===== src/rtl/toggle_activity_monitor.sv =====
// Counts bit toggles on D over a WIN_LEN-cycle window started by START; result held on RES_VALID/RES_READY.
// Latency: RES_VALID rises WIN_LEN edges after the START edge. Backpressure: result held in HOLD until RES_READY.
// Optional per-cycle peak toggle tracking (PEAK port) when TOGGLE_MON_PEAK_TRACK_EN is defined.
module toggle_activity_monitor #(
   parameter int WIDTH   = 8,
   parameter int CNT_W   = 16,
   parameter int WIN_LEN = 64
) (
   input  logic                       CLK,
   input  logic                       RSTN,
   input  logic                       START,
   input  logic [WIDTH-1:0]           D,
   output logic                       BUSY,
   output logic                       RES_VALID,
   input  logic                       RES_READY,
   output logic [CNT_W-1:0]           TOGGLES,
   output logic [CNT_W-1:0]           CYCLES,
   output logic                       OVF
`ifdef TOGGLE_MON_PEAK_TRACK_EN
   ,
   output logic [$clog2(WIDTH+1)-1:0] PEAK
`endif
);

   localparam int PC_W  = $clog2(WIDTH + 1);
   localparam int SUM_W = ((CNT_W > PC_W) ? CNT_W : PC_W) + 1;

   localparam logic [1:0] ST_IDLE = 2'd0;
   localparam logic [1:0] ST_RUN  = 2'd1;
   localparam logic [1:0] ST_HOLD = 2'd2;

   if (WIDTH < 1 || WIDTH > 64) begin : g_bad_width
      $error("toggle_activity_monitor: WIDTH must be in 1..64");
   end
   if (WIN_LEN < 1 || (CNT_W < 31 && WIN_LEN > (1 << CNT_W) - 1)) begin : g_bad_win_len
      $error("toggle_activity_monitor: WIN_LEN must be in 1..2^CNT_W-1");
   end

   logic [1:0]       state;
   logic [WIDTH-1:0] prev;
   logic [PC_W-1:0]  pc;
   logic [SUM_W-1:0] sum;
   logic             over;
   logic             last_cyc;

   always_comb begin
      pc = '0;
      for (int i = 0; i < WIDTH; i++) begin
         pc = pc + PC_W'(D[i] ^ prev[i]);
      end
   end

   // Sum is one bit wider than either operand so saturation is detected without wrap.
   assign sum      = SUM_W'(TOGGLES) + SUM_W'(pc);
   assign over     = (sum > SUM_W'({CNT_W{1'b1}}));
   assign last_cyc = (CYCLES == CNT_W'(WIN_LEN - 1));

   always_ff @(posedge CLK or negedge RSTN) begin
      if (!RSTN) begin
         state     <= ST_IDLE;
         BUSY      <= 1'b0;
         RES_VALID <= 1'b0;
         TOGGLES   <= '0;
         CYCLES    <= '0;
         OVF       <= 1'b0;
         prev      <= '0;
      end else begin
         case (state)
            ST_IDLE: begin
               if (START) begin
                  prev    <= D;
                  TOGGLES <= '0;
                  CYCLES  <= '0;
                  OVF     <= 1'b0;
                  state   <= ST_RUN;
                  BUSY    <= 1'b1;
               end
            end
            ST_RUN: begin
               prev    <= D;
               TOGGLES <= over ? {CNT_W{1'b1}} : sum[CNT_W-1:0];
               OVF     <= OVF | over;
               CYCLES  <= CYCLES + CNT_W'(1);
               if (last_cyc) begin
                  state     <= ST_HOLD;
                  RES_VALID <= 1'b1;
               end
            end
            ST_HOLD: begin
               // START in the accepting cycle is deliberately dropped.
               if (RES_READY) begin
                  RES_VALID <= 1'b0;
                  state     <= ST_IDLE;
                  BUSY      <= 1'b0;
               end
            end
            default: begin
               state     <= ST_IDLE;
               BUSY      <= 1'b0;
               RES_VALID <= 1'b0;
            end
         endcase
      end
   end

`ifdef TOGGLE_MON_PEAK_TRACK_EN
   always_ff @(posedge CLK or negedge RSTN) begin
      if (!RSTN) begin
         PEAK <= '0;
      end else if (state == ST_IDLE && START) begin
         PEAK <= '0;
      end else if (state == ST_RUN && pc > PEAK) begin
         PEAK <= pc;
      end
   end
`endif

endmodule


===== config.mk =====
export PLATFORM = sky130hd
export DESIGN_NAME = toggle_activity_monitor
export DESIGN_NICKNAME = d
export VERILOG_FILES = /design/src/rtl/toggle_activity_monitor.sv
export SDC_FILE = /design/constraint.sdc
export NUM_CORES = 1
export LEC_CHECK = 0
export CAP_MARGIN = 20
export CORE_MARGIN = 2
export CORE_UTILIZATION = 35
export DETAILED_ROUTE_END_ITERATION = 12
export GPL_TIMING_DRIVEN = 0
export REMOVE_ABC_BUFFERS = 1
export SETUP_SLACK_MARGIN = 0.1
export SKIP_LAST_GASP = 1
export SLEW_MARGIN = 0
export SYNTH_ARGS = -nofsm -noshare
export SYNTH_HDL_FRONTEND = slang
export SYNTH_SLANG_ARGS = --single-unit

===== constraint.sdc =====
create_clock -name CLK -period 4.05 [get_ports CLK]
set_input_delay 0.6075 -clock CLK [delete_from_list [all_inputs] [get_ports CLK]]
set_output_delay 0.6075 -clock CLK [all_outputs]
set_load 0.005 [all_outputs]

==> results of run 1 <==
[final cells by class]
class | count | area (um2) | area share
clock buffers | 7 | 86.3 | 0.0270
inverters | 10 | 37.5 | 0.0118
multi-input cells | 195 | 1300 | 0.406
flip-flops and latches | 45 | 1130 | 0.353
well taps | 80 | 100 | 0.0313
repair buffers | 56 | 546 | 0.171
[stage by stage]
step / worst slack, ns / total power, uW / std cells
after floorplan: -0.268 / 1390 / 249
after detailed placement: -1.26 / 1770 / 376
after global routing: -0.0610 / 2380 / 393
final: 0.0562 / 2190 / 393
after global placement: -1.27 / 1740 / 375
after CTS: 0.0527 / 2150 / 388
[routing by layer]
layer / vias up / part of all wire
met5: - / 0
met4: 0 / 0.011
met3: 6 / 0.038
met2: 47 / 0.45
met1: 1040 / 0.50
li1: 1035 / -
[state kept, by name, indices dropped and copies added (netlist names)]
signal and cells:
prev 8, state 2, RES_VALID 1, BUSY 1, OVF 1, TOGGLES 16
CYCLES 16
[cells in the mapped netlist, types with 2 or more instances]
master and number:
nand4_1 5, nor2_2 3, a21oi_1 14, xnor2_1 2, o31ai_1 4, o22ai_1 2
fa_1 5, nor2_1 11, nand3_1 20, mux2i_1 3, clkbuf_1 3, o21ai_1 11
ha_1 7, o21ai_0 5, and3_1 2, nor2b_1 3, buf_2 3, nand2_1 42
o211ai_1 10, xor2_1 8, o311ai_1 3, dfrtp_1 45, or4_4 2, inv_1 10
o21ai_2 2, a22oi_1 4, nor3_1 4, nand2_2 3, a31oi_1 3
[power breakdown]
| group | internal (uW) | switching (uW) | leakage (uW) |
|---|---|---|---|
| clock network | 136 | 149 | 0.0000443 |
| registers | 562 | 136 | 0.000572 |
| logic | 624 | 588 | 0.000784 |
| total | 1320 | 872 | 0.00140 |
[cells by family after synthesis]
logic type | Yosys count
compound gates | 64
xor+xnor | 10
fa+ha+maj | 12
buf+inv | 16
flops | 45
mux | 4
simple gates | 104
[how the worst min path moves through the flow]
stage	from	slack, ns	cells past startpoint	to
detailed placement	OVF	0.47	2	OVF
floorplan	RSTN	0.31	0	BUSY
global placement	OVF	0.46	2	OVF
global route	RSTN	0.20	1	TOGGLES[3]
finish	RSTN	0.19	1	TOGGLES[3]
CTS	RSTN	0.19	1	TOGGLES[3]
[worst max-delay path, cell delays in order]
cell	delay [ns]
buf_6	0.10
xor2_2	0.17
fa_1	0.49
fa_1	0.51
inv_2	0.04
fa_1	0.47
inv_1	0.05
fa_2	0.35
fa_2	0.36
a211o_1	0.28
o211ai_1	0.20
buf_4	0.19
nor2_4	0.05
nand2_2	0.19
o311ai_1	0.11
[repair_timing]
| action | in CTS | in global routing |
|---|---|---|
| setup buffers | 4 | 5 |
| gates resized for setup | 16 | 5 |
| endpoints found under the hold margin | 0 | 0 |
| gates cloned | 1 | 0 |
| pin swaps | 11 | 6 |
| endpoints found under the setup margin | 17 | 17 |
==> impl_metrics.yaml, run 1 <==
synth:
  synth_top_family_by_area: "simple AND/OR/NAND/NOR gates"
  async_reset_ff_frac: 1.00
  synth_warnings: 0
  synth_edf_count: 0
  yosysTopAreaCell: "dfrtp_1"
  synth_ff_type: "dfrtp_1"
  synthMuxAreaShare: 0.0169
  synth_simple_gate_area_share: 0.213
  seq_area_frac_synth: 0.462
  synth.distinct_cells: 45
  synth_compound_area_frac: 0.169
  synth-seq-cells: 45
  synth_fa_ha_area_frac: 0.0770
  synth_xor_area_frac: 0.0359
  ys_top_cells_by_area: "dfrtp_1, nand2_1, fa_1"
  syn-cell-area_mm2: 0.00244
  yosys.area.top_type_share: 0.462
  synth_cells: 255
  avgSynthCellArea_um2: 9.56
global_routing:
  grt_use_met3: 0.0322
  first_global_vias: 2037
  gr-total-overflow: 0
  grtUsageTotal: 0.165
  use_met2: 0.260
  grt_pass1_wl_mm: 9.99
  grt_max_degree: 35
  grt_most_used_layer: "met2"
  met1_usage: 0.232
  antenna_found_initial: 0
worst_setup_path:
  required_ns: 4.23
  endpoint: "TOGGLES[11]"
  cp.arrival_ns: 4.17
  r2r-start: "prev[2]"
  reg2reg_depth: 14
  cp-start-kind: "primary input"
  rrSetupSlack_ns: 0.07
  cp-startpoint: "D[2]"
  cp-end-kind: "flop"
  path_class: "in -> reg"
  r2r-end: "TOGGLES[11]"
  critPathMaxFanout: 6
cells_and_area:
  fin_nets: 337
  antenna_cells: 0
  design_area_mm2: 0.00319
  final_common_cell: "dfrtp_1"
  syn_to_final_growth_pct: 30.9
  drive_above_1_share: 0.137
  final_util: 0.473
  layout_common_cells: "dfrtp_1, clkdlybuf4s50_1, nand2_1"
  fill_cells: 669
route:
  dr_total_vias: 2128
  wl_mm: 6.02
  ant_nets: 0
  drc: 0
  drt_pass1_iterations: 4
  wl_per_cell_um: 15.3
  drt_iter0_drc: 120
  routed_via_density: 5.41
sta:
  maxSlewHeadroom: 0.349
  period_share: 0.986
  maxSlewViolCount: 0
  setup_viol: 0
  fmax_mhz: 250
  rsz0062_at_grt: "true"
  finalHoldViolations: 0
  tns_ns: 0
  fin_skew_ns: 0.00387
  worst_pin_slew_ns: 0.974
  period_needed_ns: 3.99
  holdWs_ns: 0.188
placement:
  postPlaceCellArea_mm2: 0.00299
  io_buffer_count: 46
  gp_congestion: 0.791
  post-dp-hpwl_mm: 4.02
clock_network:
  cts_made_buffers: 5
  path_clk_slew_ns: 0.08
  cts_max_level: 2
  clock_tree.root_cell: "clkbuf_8"
  cts_hold_buf: 0
  clk_path_buf_depth: 2
  cts_tree: "built"
  clock-sinks: 45
  clock_latency_ns: 0.30
floorplanning:
  die_w_um: 87.5
  core_mm2: 0.00676
  start_util: 0.361
  dieArea_mm2: 0.00765
  die_height_um: 87.5
  rows: 30
  ios: 47
worst_hold_path:
  hold_path_class: "in -> async"
power:
  p_per_area_mw_per_mm2: 687
  p_leak_uw: 0.00140
  ir_drop_uv: 251
run_status:
  outcome: "completed"
run:
  drv_cap: 0
Power figures use the tool's default switching activity.
==> run 2, diff against run 1 <==
CORE_MARGIN = 5   (was 2)
==> impl_metrics.yaml, run 2 (synthesis gave the netlist of run 1 again) <==
run:
  drv_cap: 0
run_status:
  outcome: "completed"
route:
  ant_nets: 0
  wl_per_cell_um: 14.9
  drt_pass1_iterations: 4
  drt_iter0_drc: 91
  drc: 0
  wl_mm: 6.10
  routed_via_density: 5.23
  dr_total_vias: 2132
worst_setup_path:
  required_ns: 4.19
  cp-end-kind: "flop"
  cp-start-kind: "primary input"
  critPathMaxFanout: 3
  path_class: "in -> reg"
  cp.arrival_ns: 4.11
floorplanning:
  dieArea_mm2: 0.00874
  ios: 47
  rows: 30
  start_util: 0.359
  die_height_um: 93.5
  die_w_um: 93.5
  core_mm2: 0.00679
global_routing:
  grt_pass1_wl_mm: 10.1
  antenna_found_initial: 0
  grtUsageTotal: 0.145
  first_global_vias: 2055
  grt_max_degree: 34
  gr-total-overflow: 0
power:
  p_int_uw: 1330
  pwr-share-comb: 0.557
  p_per_area_mw_per_mm2: 690
  ir_drop_uv: 255
  clkPwrFrac: 0.127
  p_switching_uw: 878
  p_sw_frac: 0.397
  p_leak_uw: 0.00141
  power_frac_seq: 0.316
sta:
  period_share: 0.982
  maxSlewHeadroom: 0.327
  maxSlewViolCount: 0
  period_needed_ns: 3.98
  fin_ws_ns: 0.0723
  finalHoldViolations: 0
  fin_skew_ns: 0.00611
  tns_ns: 0
  rsz0062_at_grt: "true"
  worst_pin_slew_ns: 1.01
  fmax_mhz: 251
  setup_viol: 0
cells_and_area:
  fin_nets: 336
  final_cells: 408
  antenna_cells: 0
  syn_to_final_growth_pct: 31.4
  final_common_cell: "dfrtp_1"
  layout_common_cells: "dfrtp_1, clkdlybuf4s50_1, nand2_1"
  drive_above_1_share: 0.138
  fill_cells: 648
  multiInputGateArea_mm2: 0.00130
  largestRegisters: "CYCLES x16, TOGGLES x16, prev x8"
  seqCellArea_mm2: 0.00113
placement:
  io_buffer_count: 46
  gp_congestion: 0.788
  post-dp-hpwl_mm: 4.04
  dp_cells: 392
  dp_slack_ns: -1.25
clock_network:
  path_clk_slew_ns: 0.08
  cts_made_buffers: 5
  cts_max_level: 2
  cts_tree: "built"
  clk_path_buf_depth: 2
  clock-sinks: 45
  cts_hold_buf: 0
  clock_latency_ns: 0.29
  clock_tree.root_cell: "clkbuf_8"
worst_hold_path:
  hold_path_class: "in -> async"
==> run 2: stage by stage <==
stage | power (uW) | instance area, um2 | hold WS, ns | util
after floorplan | 1390 | 2410 | 0.312 | -
after global placement | 1750 | 2990 | 0.466 | 0.441
after detailed placement | 1760 | 3010 | 0.471 | 0.443
after CTS | 2140 | 3160 | 0.203 | 0.465
after global routing | 2420 | 3200 | 0.208 | 0.472
final | 2210 | 3200 | 0.204 | 0.472
==> run 2: area by class of cell <==
type | count | area share
clock buffer | 7 | 0.0269
inverter | 10 | 0.0117
multi-input combinational | 195 | 0.405
sequential | 45 | 0.351
tap | 96 | 0.0375
timing repair buffer | 55 | 0.168
==> run 2: path summary, 6_finish.rpt <==
check,startpoint,end,slack [ns],cells past startpoint
worst max register to register,prev[2],TOGGLES[8],0.10,14
min in group CLK,OVF,OVF,0.48,2
worst min register to register,OVF,OVF,0.48,2
max in group asynchronous,RSTN,TOGGLES[8],3.36,2
worst min-delay path,RSTN,TOGGLES[14],0.20,1
worst max-delay path,D[2],TOGGLES[8],0.07,15
==> run 2: power by group through the flow <==
| stage | combinational, uW | sequential [uW] | clock [uW] |
|---|---|---|---|
| after floorplan | 707 | 682 | 0 |
| after global placement | 1040 | 702 | 0 |
| after detailed placement | 1060 | 704 | 0 |
| after CTS | 1140 | 698 | 295 |
| after global routing | 1380 | 724 | 311 |
| final | 1230 | 699 | 280 |
==> run 2: critical path: stages <==
cell      delay (ns)
buf_6           0.09
xor2_1          0.18
fa_1            0.45
fa_1            0.53
inv_2           0.04
fa_1            0.47
inv_1           0.05
fa_2            0.36
fa_2            0.38
a211o_1         0.29
o211ai_1        0.21
buf_4           0.19
nor3_1          0.04
o21ai_1         0.15
a41oi_1         0.06
==> run 2: timing repair <==
| action | in CTS | in global routing |
|---|---|---|
| cloned | 1 | 0 |
| gates resized for setup | 17 | 5 |
| hold endpoints to repair | 0 | 0 |
| buffers inserted | 4 | 4 |
| endpoints found under the setup margin | 17 | 16 |
| pin swaps | 10 | 5 |
==> run 2: routing by layer <==
layer | global-route usage | wire length (um) | part of all wire
met5 | 0 | 0 | 0
met4 | 0.0440 | 46 | 0.0075
met3 | 0.0362 | 307 | 0.050
met2 | 0.223 | 2770 | 0.45
met1 | 0.199 | 2980 | 0.49
